`config.mk`:
```
export PLATFORM = sky130hd
export DESIGN_NAME = uart_frame_rx
export DESIGN_NICKNAME = d
export VERILOG_FILES = /design/src/rtl/uart_pkg.sv /design/src/rtl/uart_crc32_byte.sv /design/src/rtl/uart_frame_rx.sv
export SDC_FILE = /design/constraint.sdc
export NUM_CORES = 1
export LEC_CHECK = 0
export CORE_ASPECT_RATIO = 1.1
export CORE_UTILIZATION = 50
export DETAILED_ROUTE_END_ITERATION = 10
export PLACE_DENSITY = 0.81
export SLEW_MARGIN = 20
export SYNTH_ARGS = -nofsm -noshare
export SYNTH_HDL_FRONTEND = slang
export SYNTH_HIERARCHICAL = 1
export SYNTH_SLANG_ARGS = --single-unit
```
`constraint.sdc`:
```
create_clock -name CLK -period 14 [get_ports CLK]
set_input_delay 3.5 -clock CLK [delete_from_list [all_inputs] [get_ports CLK]]
set_output_delay 3.5 -clock CLK [all_outputs]
set_load 0.01 [all_outputs]
```
`src/rtl/uart_pkg.sv`:
```
`default_nettype none
// ============================================================================
// Module   : uart_pkg
// Purpose  : Shared constants for the byte-level UART frame receiver:
//            FSM state encodings, error codes, CRC-32 constants and the
//            default sync byte, plus a bit-reflection helper.
// Ports    : none (package)
// Revision : 1.0 - initial release
// ============================================================================
package uart_pkg;

  // FSM state encodings (3 bits)
  localparam logic [2:0] ST_IDLE  = 3'd0;
  localparam logic [2:0] ST_OPT   = 3'd1;
  localparam logic [2:0] ST_LEN   = 3'd2;
  localparam logic [2:0] ST_DATA  = 3'd3;
  localparam logic [2:0] ST_CRC   = 3'd4;
  localparam logic [2:0] ST_CHECK = 3'd5;
  localparam logic [2:0] ST_HOLD  = 3'd6;

  // Error codes reported on o_err_code
  localparam logic [1:0] ERR_OVERRUN = 2'd0;
  localparam logic [1:0] ERR_BAD_LEN = 2'd1;
  localparam logic [1:0] ERR_CRC     = 2'd2;
  localparam logic [1:0] ERR_TIMEOUT = 2'd3;

  // CRC-32 (IEEE 802.3) constants, normal (non-reflected) polynomial form
  localparam logic [31:0] CRC32_POLY   = 32'h04C11DB7;
  localparam logic [31:0] CRC32_INIT   = 32'hFFFF_FFFF;
  localparam logic [31:0] CRC32_XOROUT = 32'hFFFF_FFFF;

  localparam logic [7:0] SYNC_DEFAULT = 8'h7E;

  // Bit-reverse a 32-bit word; turns the normal polynomial into the
  // LSB-first form used by the reflected CRC datapath.
  function automatic logic [31:0] reflect32(input logic [31:0] i_v);
    logic [31:0] w_r;
    w_r = '0;
    for (int i = 0; i < 32; i++) begin
      w_r[i] = i_v[31-i];
    end
    return w_r;
  endfunction

endpackage
`default_nettype wire

```
`src/rtl/uart_crc32_byte.sv`:
```
`default_nettype none
// ============================================================================
// Module   : uart_crc32_byte
// Purpose  : Combinational one-byte CRC-32 update (reflected in/out).
//            Produces the next raw CRC register value; init and xorout are
//            applied by the caller.
// Ports    : i_crc  [31:0] current CRC register
//            i_byte [7:0]  byte to absorb (LSB first)
//            o_crc  [31:0] updated CRC register
// Revision : 1.0 - initial release
// ============================================================================
module uart_crc32_byte
  import uart_pkg::*;
(
  input  logic [31:0] i_crc,
  input  logic [7:0]  i_byte,
  output logic [31:0] o_crc
);

  localparam logic [31:0] c_poly_refl = reflect32(CRC32_POLY);

  logic [31:0] w_acc;

  // Reflected CRC: fold the byte into the low bits, then shift right eight
  // times, applying the reflected polynomial whenever a one falls out.
  always_comb begin
    w_acc = i_crc ^ {24'd0, i_byte};
    for (int i = 0; i < 8; i++) begin
      if (w_acc[0]) begin
        w_acc = (w_acc >> 1) ^ c_poly_refl;
      end else begin
        w_acc = w_acc >> 1;
      end
    end
    o_crc = w_acc;
  end

endmodule
`default_nettype wire

```
`src/rtl/uart_frame_rx.sv`:
```
`default_nettype none
// ============================================================================
// Module   : uart_frame_rx
// Purpose  : Byte-level frame receiver. Hunts for SYNC_BYTE, captures OPT,
//            LEN, up to MAX_MSG_LEN payload bytes and an optional CRC-32
//            trailer (MSB byte first), then presents the frame on a
//            valid/ready interface. Errors are reported as one-cycle pulses
//            with a code; inter-byte silence inside a frame times out.
// Ports    : CLK, RST           clock, async active-high reset
//            in_valid, in_byte  byte strobe and byte from the deserializer
//            i_ready            consumer accepts the held frame
//            o_valid            frame available (held until i_ready)
//            o_opt, o_len       OPT and LEN bytes
//            o_data             payload, byte k at [k*BYTE_SIZE +: BYTE_SIZE]
//            o_err, o_err_code  error pulse and code (code holds last value)
//            o_busy             high whenever not IDLE
// Revision : 1.0 - initial release
// ============================================================================
module uart_frame_rx
  import uart_pkg::*;
#(
  parameter int                   BYTE_SIZE   = 8,
  parameter int                   MAX_MSG_LEN = 16,
  parameter logic [BYTE_SIZE-1:0] SYNC_BYTE   = BYTE_SIZE'(SYNC_DEFAULT),
  parameter bit                   CRC_EN      = 1'b1,
  parameter int                   CRC_BYTES   = 4,
  parameter int                   TIMEOUT_CYC = 100000
) (
  input  logic                             CLK,
  input  logic                             RST,
  input  logic                             in_valid,
  input  logic [BYTE_SIZE-1:0]             in_byte,
  input  logic                             i_ready,
  output logic                             o_valid,
  output logic [BYTE_SIZE-1:0]             o_opt,
  output logic [BYTE_SIZE-1:0]             o_len,
  output logic [MAX_MSG_LEN*BYTE_SIZE-1:0] o_data,
  output logic                             o_err,
  output logic [1:0]                       o_err_code,
  output logic                             o_busy
);

  localparam int c_idx_w  = $clog2(MAX_MSG_LEN + 1);
  localparam int c_cidx_w = (CRC_BYTES > 1) ? $clog2(CRC_BYTES) : 1;
  localparam int c_to_w   = (TIMEOUT_CYC > 0) ? $clog2(TIMEOUT_CYC + 1) : 1;
  localparam int c_data_w = MAX_MSG_LEN * BYTE_SIZE;

  localparam logic [31:0] c_max_len  = 32'(MAX_MSG_LEN);
  localparam logic [31:0] c_crc_last = 32'(CRC_BYTES - 1);
  localparam logic [31:0] c_to_last  = 32'(TIMEOUT_CYC - 1);

  logic [2:0]            r_state;
  logic [2:0]            w_state_next;
  logic [BYTE_SIZE-1:0]  r_opt;
  logic [BYTE_SIZE-1:0]  r_len;
  logic [c_data_w-1:0]   r_data;
  logic [c_idx_w-1:0]    r_idx;
  logic [c_cidx_w-1:0]   r_cidx;
  logic [c_to_w-1:0]     r_to_cnt;
  logic [31:0]           r_crc;
  logic [31:0]           r_rx_crc;
  logic                  r_err;
  logic [1:0]            r_err_code;

  logic [31:0]           w_crc_next;
  logic [7:0]            w_crc_byte;
  logic                  w_sync_hit;
  logic                  w_frame_start;
  logic                  w_in_frame;
  logic                  w_len_bad;
  logic                  w_data_last;
  logic                  w_crc_last;
  logic                  w_crc_match;
  logic                  w_timeout;
  logic                  w_err_set;
  logic [1:0]            w_err_code;

  // CRC engine is always byte-wide; narrower bytes are zero-extended.
  if (BYTE_SIZE >= 8) begin : g_crc_byte_full
    assign w_crc_byte = in_byte[7:0];
  end else begin : g_crc_byte_pad
    assign w_crc_byte = {{(8-BYTE_SIZE){1'b0}}, in_byte};
  end

  uart_crc32_byte u_crc (
    .i_crc  (r_crc),
    .i_byte (w_crc_byte),
    .o_crc  (w_crc_next)
  );

  assign w_sync_hit    = in_valid && (in_byte == SYNC_BYTE);
  // A frame may start from IDLE or directly out of HOLD in the same cycle
  // the consumer accepts the previous frame.
  assign w_frame_start = w_sync_hit &&
                         ((r_state == ST_IDLE) || ((r_state == ST_HOLD) && i_ready));
  assign w_in_frame    = (r_state == ST_OPT) || (r_state == ST_LEN) ||
                         (r_state == ST_DATA) || (r_state == ST_CRC);
  assign w_len_bad     = (in_byte == '0) || (32'(in_byte) > c_max_len);
  assign w_data_last   = (32'(r_idx) + 32'd1) == 32'(r_len);
  assign w_crc_last    = 32'(r_cidx) == c_crc_last;
  assign w_crc_match   = r_rx_crc == (r_crc ^ CRC32_XOROUT);
  // Expiry fires on the idle cycle that would bring the count to
  // TIMEOUT_CYC; an arriving byte in that cycle takes priority.
  assign w_timeout     = (TIMEOUT_CYC != 0) && w_in_frame && !in_valid &&
                         (32'(r_to_cnt) == c_to_last);

  // State register
  always_ff @(posedge CLK or posedge RST) begin
    if (RST) begin
      r_state <= ST_IDLE;
    end else begin
      r_state <= w_state_next;
    end
  end

  // Next-state and error-request logic
  always_comb begin
    w_state_next = r_state;
    w_err_set    = 1'b0;
    w_err_code   = ERR_OVERRUN;
    case (r_state)
      ST_IDLE: begin
        if (w_sync_hit) w_state_next = ST_OPT;
      end
      ST_OPT: begin
        if (in_valid) w_state_next = ST_LEN;
      end
      ST_LEN: begin
        if (in_valid) begin
          if (w_len_bad) begin
            w_state_next = ST_IDLE;
            w_err_set    = 1'b1;
            w_err_code   = ERR_BAD_LEN;
          end else begin
            w_state_next = ST_DATA;
          end
        end
      end
      ST_DATA: begin
        if (in_valid && w_data_last) w_state_next = CRC_EN ? ST_CRC : ST_HOLD;
      end
      ST_CRC: begin
        if (in_valid && w_crc_last) w_state_next = ST_CHECK;
      end
      ST_CHECK: begin
        if (w_crc_match) begin
          w_state_next = ST_HOLD;
        end else begin
          w_state_next = ST_IDLE;
          w_err_set    = 1'b1;
          w_err_code   = ERR_CRC;
        end
      end
      ST_HOLD: begin
        if (i_ready) begin
          w_state_next = w_sync_hit ? ST_OPT : ST_IDLE;
        end else if (in_valid) begin
          w_err_set  = 1'b1;
          w_err_code = ERR_OVERRUN;
        end
      end
      default: w_state_next = ST_IDLE;
    endcase
    if (w_timeout) begin
      w_state_next = ST_IDLE;
      w_err_set    = 1'b1;
      w_err_code   = ERR_TIMEOUT;
    end
  end

  // Output decode
  always_comb begin
    o_valid = (r_state == ST_HOLD);
    o_busy  = (r_state != ST_IDLE);
  end

  // Datapath: captured fields, CRC, counters and error registers
  always_ff @(posedge CLK or posedge RST) begin
    if (RST) begin
      r_opt      <= '0;
      r_len      <= '0;
      r_data     <= '0;
      r_idx      <= '0;
      r_cidx     <= '0;
      r_to_cnt   <= '0;
      r_crc      <= '0;
      r_rx_crc   <= '0;
      r_err      <= 1'b0;
      r_err_code <= ERR_OVERRUN;
    end else begin
      r_err <= w_err_set;
      if (w_err_set) r_err_code <= w_err_code;

      if (w_frame_start) begin
        r_data <= '0;
        r_crc  <= CRC32_INIT;
        r_idx  <= '0;
        r_cidx <= '0;
      end

      if (in_valid) begin
        case (r_state)
          ST_OPT: begin
            r_opt <= in_byte;
            r_crc <= w_crc_next;
          end
          ST_LEN: begin
            r_len <= in_byte;
            r_crc <= w_crc_next;
          end
          ST_DATA: begin
            r_data[r_idx*BYTE_SIZE +: BYTE_SIZE] <= in_byte;
            r_idx <= r_idx + c_idx_w'(1);
            r_crc <= w_crc_next;
          end
          ST_CRC: begin
            r_rx_crc <= {r_rx_crc[31-BYTE_SIZE:0], in_byte};
            r_cidx   <= r_cidx + c_cidx_w'(1);
          end
          default: ;
        endcase
      end

      if (in_valid || !w_in_frame) begin
        r_to_cnt <= '0;
      end else begin
        r_to_cnt <= r_to_cnt + c_to_w'(1);
      end
    end
  end

  assign o_opt      = r_opt;
  assign o_len      = r_len;
  assign o_data     = r_data;
  assign o_err      = r_err;
  assign o_err_code = r_err_code;

endmodule
`default_nettype wire

```
==> impl_results.rst <==
.. list-table::
   :header-rows: 1

   * - Metric
     - Value
   * - Status
     - complete, no violations
   * - Die Span X
     - 149 µm
   * - Peak VDD IR
     - 0.125 mV
   * - Final Instance Area
     - 14500 µm²
   * - Antenna diode instance count
     - 0
   * - Number of clock sinks
     - 238
   * - Total count of hold-check failures in the final report
     - 0
   * - Share of synthesized area occupied by flip-flops and latches
     - 50.0%
   * - Worst Reg2Reg Path Length in Cells
     - 7
   * - # nets final
     - 1245
   * - Proportion of layout cells with a drive suffix above 1
     - 11.8%
   * - Critical path startpoint
     - r_state[2]
   * - Final core utilization
     - 62.6%
   * - Tightest Hold Check Type
     - register to register
   * - Remaining Overflow, GRT
     - 0
   * - First-pass GRT wire length
     - 46300 µm
   * - Static leakage
     - 6.23 nW
   * - Post-synthesis register bit count
     - 238
   * - Arrival time of data at the critical path endpoint
     - 2210 ps
   * - Post-layout total power
     - 2.95 mW
   * - Drt first pass iters
     - 5
   * - Total Routing Usage GR
     - 24.3%
   * - Final worst-path setup slack
     - 8290 ps
   * - WHS Path Cells
     - 1
   * - Total power divided by cell area
     - 203 nW/µm²
   * - Count of yosys warnings during synthesis
     - 6
   * - Std-Cell Core Area
     - 23100 µm²
   * - Post-route DRC violation count
     - 0
   * - Number of failing setup endpoints in the final timing report
     - 0
   * - Final critical-path required period
     - 5710 ps
   * - Critical path class
     - register to output pin
   * - Number of enable flip-flop cells after synthesis
     - 0
   * - Critical path data required time
     - 10500 ps
   * - Number of buffers on the longest clock path
     - 3
   * - Critical path capture point type
     - output pin
   * - RSZ-0062 raised after global routing
     - false
   * - Number of maximum-capacitance violations
     - 0
   * - Post-synth net total
     - 1105
   * - H-tree depth
     - 1
   * - Cell variety after synth
     - 68
   * - Aggregate negative setup slack
     - 0 ps
   * - Detailed-route wire length per cell
     - 19.0 µm
   * - Post-CTS Setup Inserts
     - 0
   * - Proportion of synthesized flip-flops having asynchronous set or reset
     - 100%
   * - Die outline height
     - 164 µm
   * - Final WL
     - 29300 µm
   * - Max Clk Rate
     - 175 MHz
   * - Gate Count Post-Synth
     - 1088
   * - Most used cells in the layout excluding fill and tap cells
     - sky130_fd_sc_hd__dfrtp_1 (238), sky130_fd_sc_hd__clkdlybuf4s50_1 (160), sky130_fd_sc_hd__nand2_1 (157)
   * - Area growth from synthesis to layout
     - 21.6%
   * - Synth top area share
     - 50.0%
   * - Ports placed on the boundary
     - 161
   * - Vias per Instance
     - 5.62
   * - Num CTS Buffers
     - 26
   * - Area of the die
     - 24400 µm²
   * - Worst flop-to-flop path endpoint
     - o_data[110]
   * - DPL Wire Length
     - 19600 µm
   * - Relative slew slack
     - 33.6%
   * - Final worst clock skew
     - 7.48 ps
   * - Post-synth design cell area
     - 11900 µm²
   * - Final max-slew violation count
     - 0
   * - Capturing instance or port of the critical path
     - o_busy
   * - Number of rows created at floorplan
     - 58
   * - Via count of the first global-routing pass
     - 8632
   * - Clock tree from TritonCTS
     - yes
   * - Vias after detailed routing
     - 8658
   * - Violation count after the first detailed-routing iteration
     - 608
   * - Fill cells
     - 1809
   * - Commonest non-fill, non-tap cell in the layout
     - sky130_fd_sc_hd__dfrtp_1
   * - Startpoint of the worst-slack reg-to-reg timing path
     - r_idx[0]
   * - Leading post-synthesis cells by cell area
     - sky130_fd_sc_hd__dfrtp_1 (50%), sky130_fd_sc_hd__mux2i_1 (7.6%), sky130_fd_sc_hd__xnor2_1 (5.1%)
   * - Cell taking the most area after synthesis
     - sky130_fd_sc_hd__dfrtp_1
   * - Final Wtd Congestion
     - 0.876
   * - Starting density of the core
     - 51.5%
   * - Pin count of the biggest net entering global routing
     - 122
   * - Clock-pin slew of the registers on the worst-case setup and hold paths
     - 60 ps
   * - Minimum setup slack after placement
     - 7970 ps
   * - Mean Syn Cell Area
     - 10.9 µm²
   * - # port buffers
     - 160
   * - Maximum net fanout on the critical path
     - 22
   * - Slew at the pin closest to its max-slew limit
     - 996 ps
   * - Post-detailed-placement cell area
     - 13700 µm²
   * - Antenna Violating Nets Remaining
     - 0
   * - Most common flop cell mapped by yosys
     - sky130_fd_sc_hd__dfrtp_1
   * - Insertion delay of the later-clocked pin in the worst-skew pair
     - 520 ps
   * - Post-cts resize count
     - 0
   * - Total of hold buffers inserted after clock tree synthesis
     - 0
   * - CTS Root Buffer Type
     - sky130_fd_sc_hd__clkbuf_16
   * - Final period utilization
     - 40.8%
   * - Minimum setup slack among reg-to-reg paths
     - 10140 ps
   * - Number of antenna violations at the first check in global routing
     - 0
   * - Kind of start point of the critical path
     - register
power breakdown:
part | leakage [nW] | switching [mW] | internal, mW
Combinational | 2.67 | 0.660 | 0.684
Sequential | 3.18 | 0.153 | 0.824
Clock | 0.381 | 0.260 | 0.363
Total | 6.23 | 1.07 | 1.87
Yosys cell counts, types with 6 or more instances:
cell	n
sky130_fd_sc_hd__nand2_1	158
sky130_fd_sc_hd__nand3_1	62
sky130_fd_sc_hd__xnor2_2	9
sky130_fd_sc_hd__nor2b_1	11
sky130_fd_sc_hd__and3_1	7
sky130_fd_sc_hd__a22o_1	7
sky130_fd_sc_hd__nor2_4	7
sky130_fd_sc_hd__o21ai_0	23
sky130_fd_sc_hd__xor3_1	6
sky130_fd_sc_hd__inv_1	9
sky130_fd_sc_hd__clkbuf_1	38
sky130_fd_sc_hd__xnor2_1	69
sky130_fd_sc_hd__a21oi_1	38
sky130_fd_sc_hd__xor2_1	18
sky130_fd_sc_hd__mux2i_1	90
sky130_fd_sc_hd__xnor3_1	11
sky130_fd_sc_hd__nor2_1	93
sky130_fd_sc_hd__o21ai_1	24
sky130_fd_sc_hd__dfrtp_1	238
sky130_fd_sc_hd__or3_1	6
sky130_fd_sc_hd__buf_2	13
sky130_fd_sc_hd__nor4_1	10
sky130_fd_sc_hd__mux2_2	47
registers in the layout, summed over array words and instances, names as in the netlist:
name,flops
o_opt,8
r_to_cnt,17
r_crc,32
o_err_code,2
r_idx,5
o_len,8
o_err,1
o_data,128
r_cidx,2
r_state,3
r_rx_crc,32
worst min path at each step:
| stage | start | to | slack (ps) |
|---|---|---|---|
| 2_1_floorplan | r_to_cnt[0] | r_to_cnt[0] | 420 |
| 3_3_place_gp | r_to_cnt[0] | r_to_cnt[0] | 440 |
| 3_5_place_dp | r_to_cnt[0] | r_to_cnt[0] | 450 |
| 4_1_cts | r_to_cnt[0] | r_to_cnt[0] | 460 |
| 5_1_grt | r_to_cnt[0] | r_to_cnt[0] | 500 |
| 6_report | r_to_cnt[0] | r_to_cnt[0] | 460 |
critical path, cell delays in order (launching register included):
cell and delay, ps:
sky130_fd_sc_hd__dfrtp_1 600, sky130_fd_sc_hd__or3_1 530, sky130_fd_sc_hd__clkdlybuf4s50_1 560
stage by stage:
stage          std cells  hold WS (ps)
6_report            1541           460
3_3_place_gp        1500           436
5_1_grt             1541           502
3_5_place_dp        1500           451
2_1_floorplan       1088           424
4_1_cts             1541           461
final cells by class:
class	instances	area [µm²]	share of cell area, %
sequential	238	5960	41.1
multi-input combinational	777	5630	38.9
timing repair buffer	174	1710	11.8
clock buffer	36	739	5.10
tap	300	375	2.59
inverter	11	48.8	0.337
clock inverter	5	25.0	0.173
metal layers:
| metal | vias up | share of wire (%) | GRT usage, % |
|---|---|---|---|
| met3 | 91 | 5.2 | 3.11 |
| met5 | - | 0 | 0 |
| met1 | 4289 | 42 | 32.2 |
| li1 | 3977 | - | - |
| met2 | 301 | 48 | 39.7 |
| met4 | 0 | 4.8 | 11.5 |
kinds of logic after synthesis:
group	after synthesis	synth area share [%]
AND/OR/NAND/NOR	405	16.7
flip-flops	238	50.0
multiplexers	137	12.0
XOR/XNOR	119	12.2
AO/OA/AOI/OAI	111	5.79
buffers and inverters	73	2.85
adder cells (fa/ha/maj)	5	0.525
Note: power is estimated with default switching activity, not from simulation.
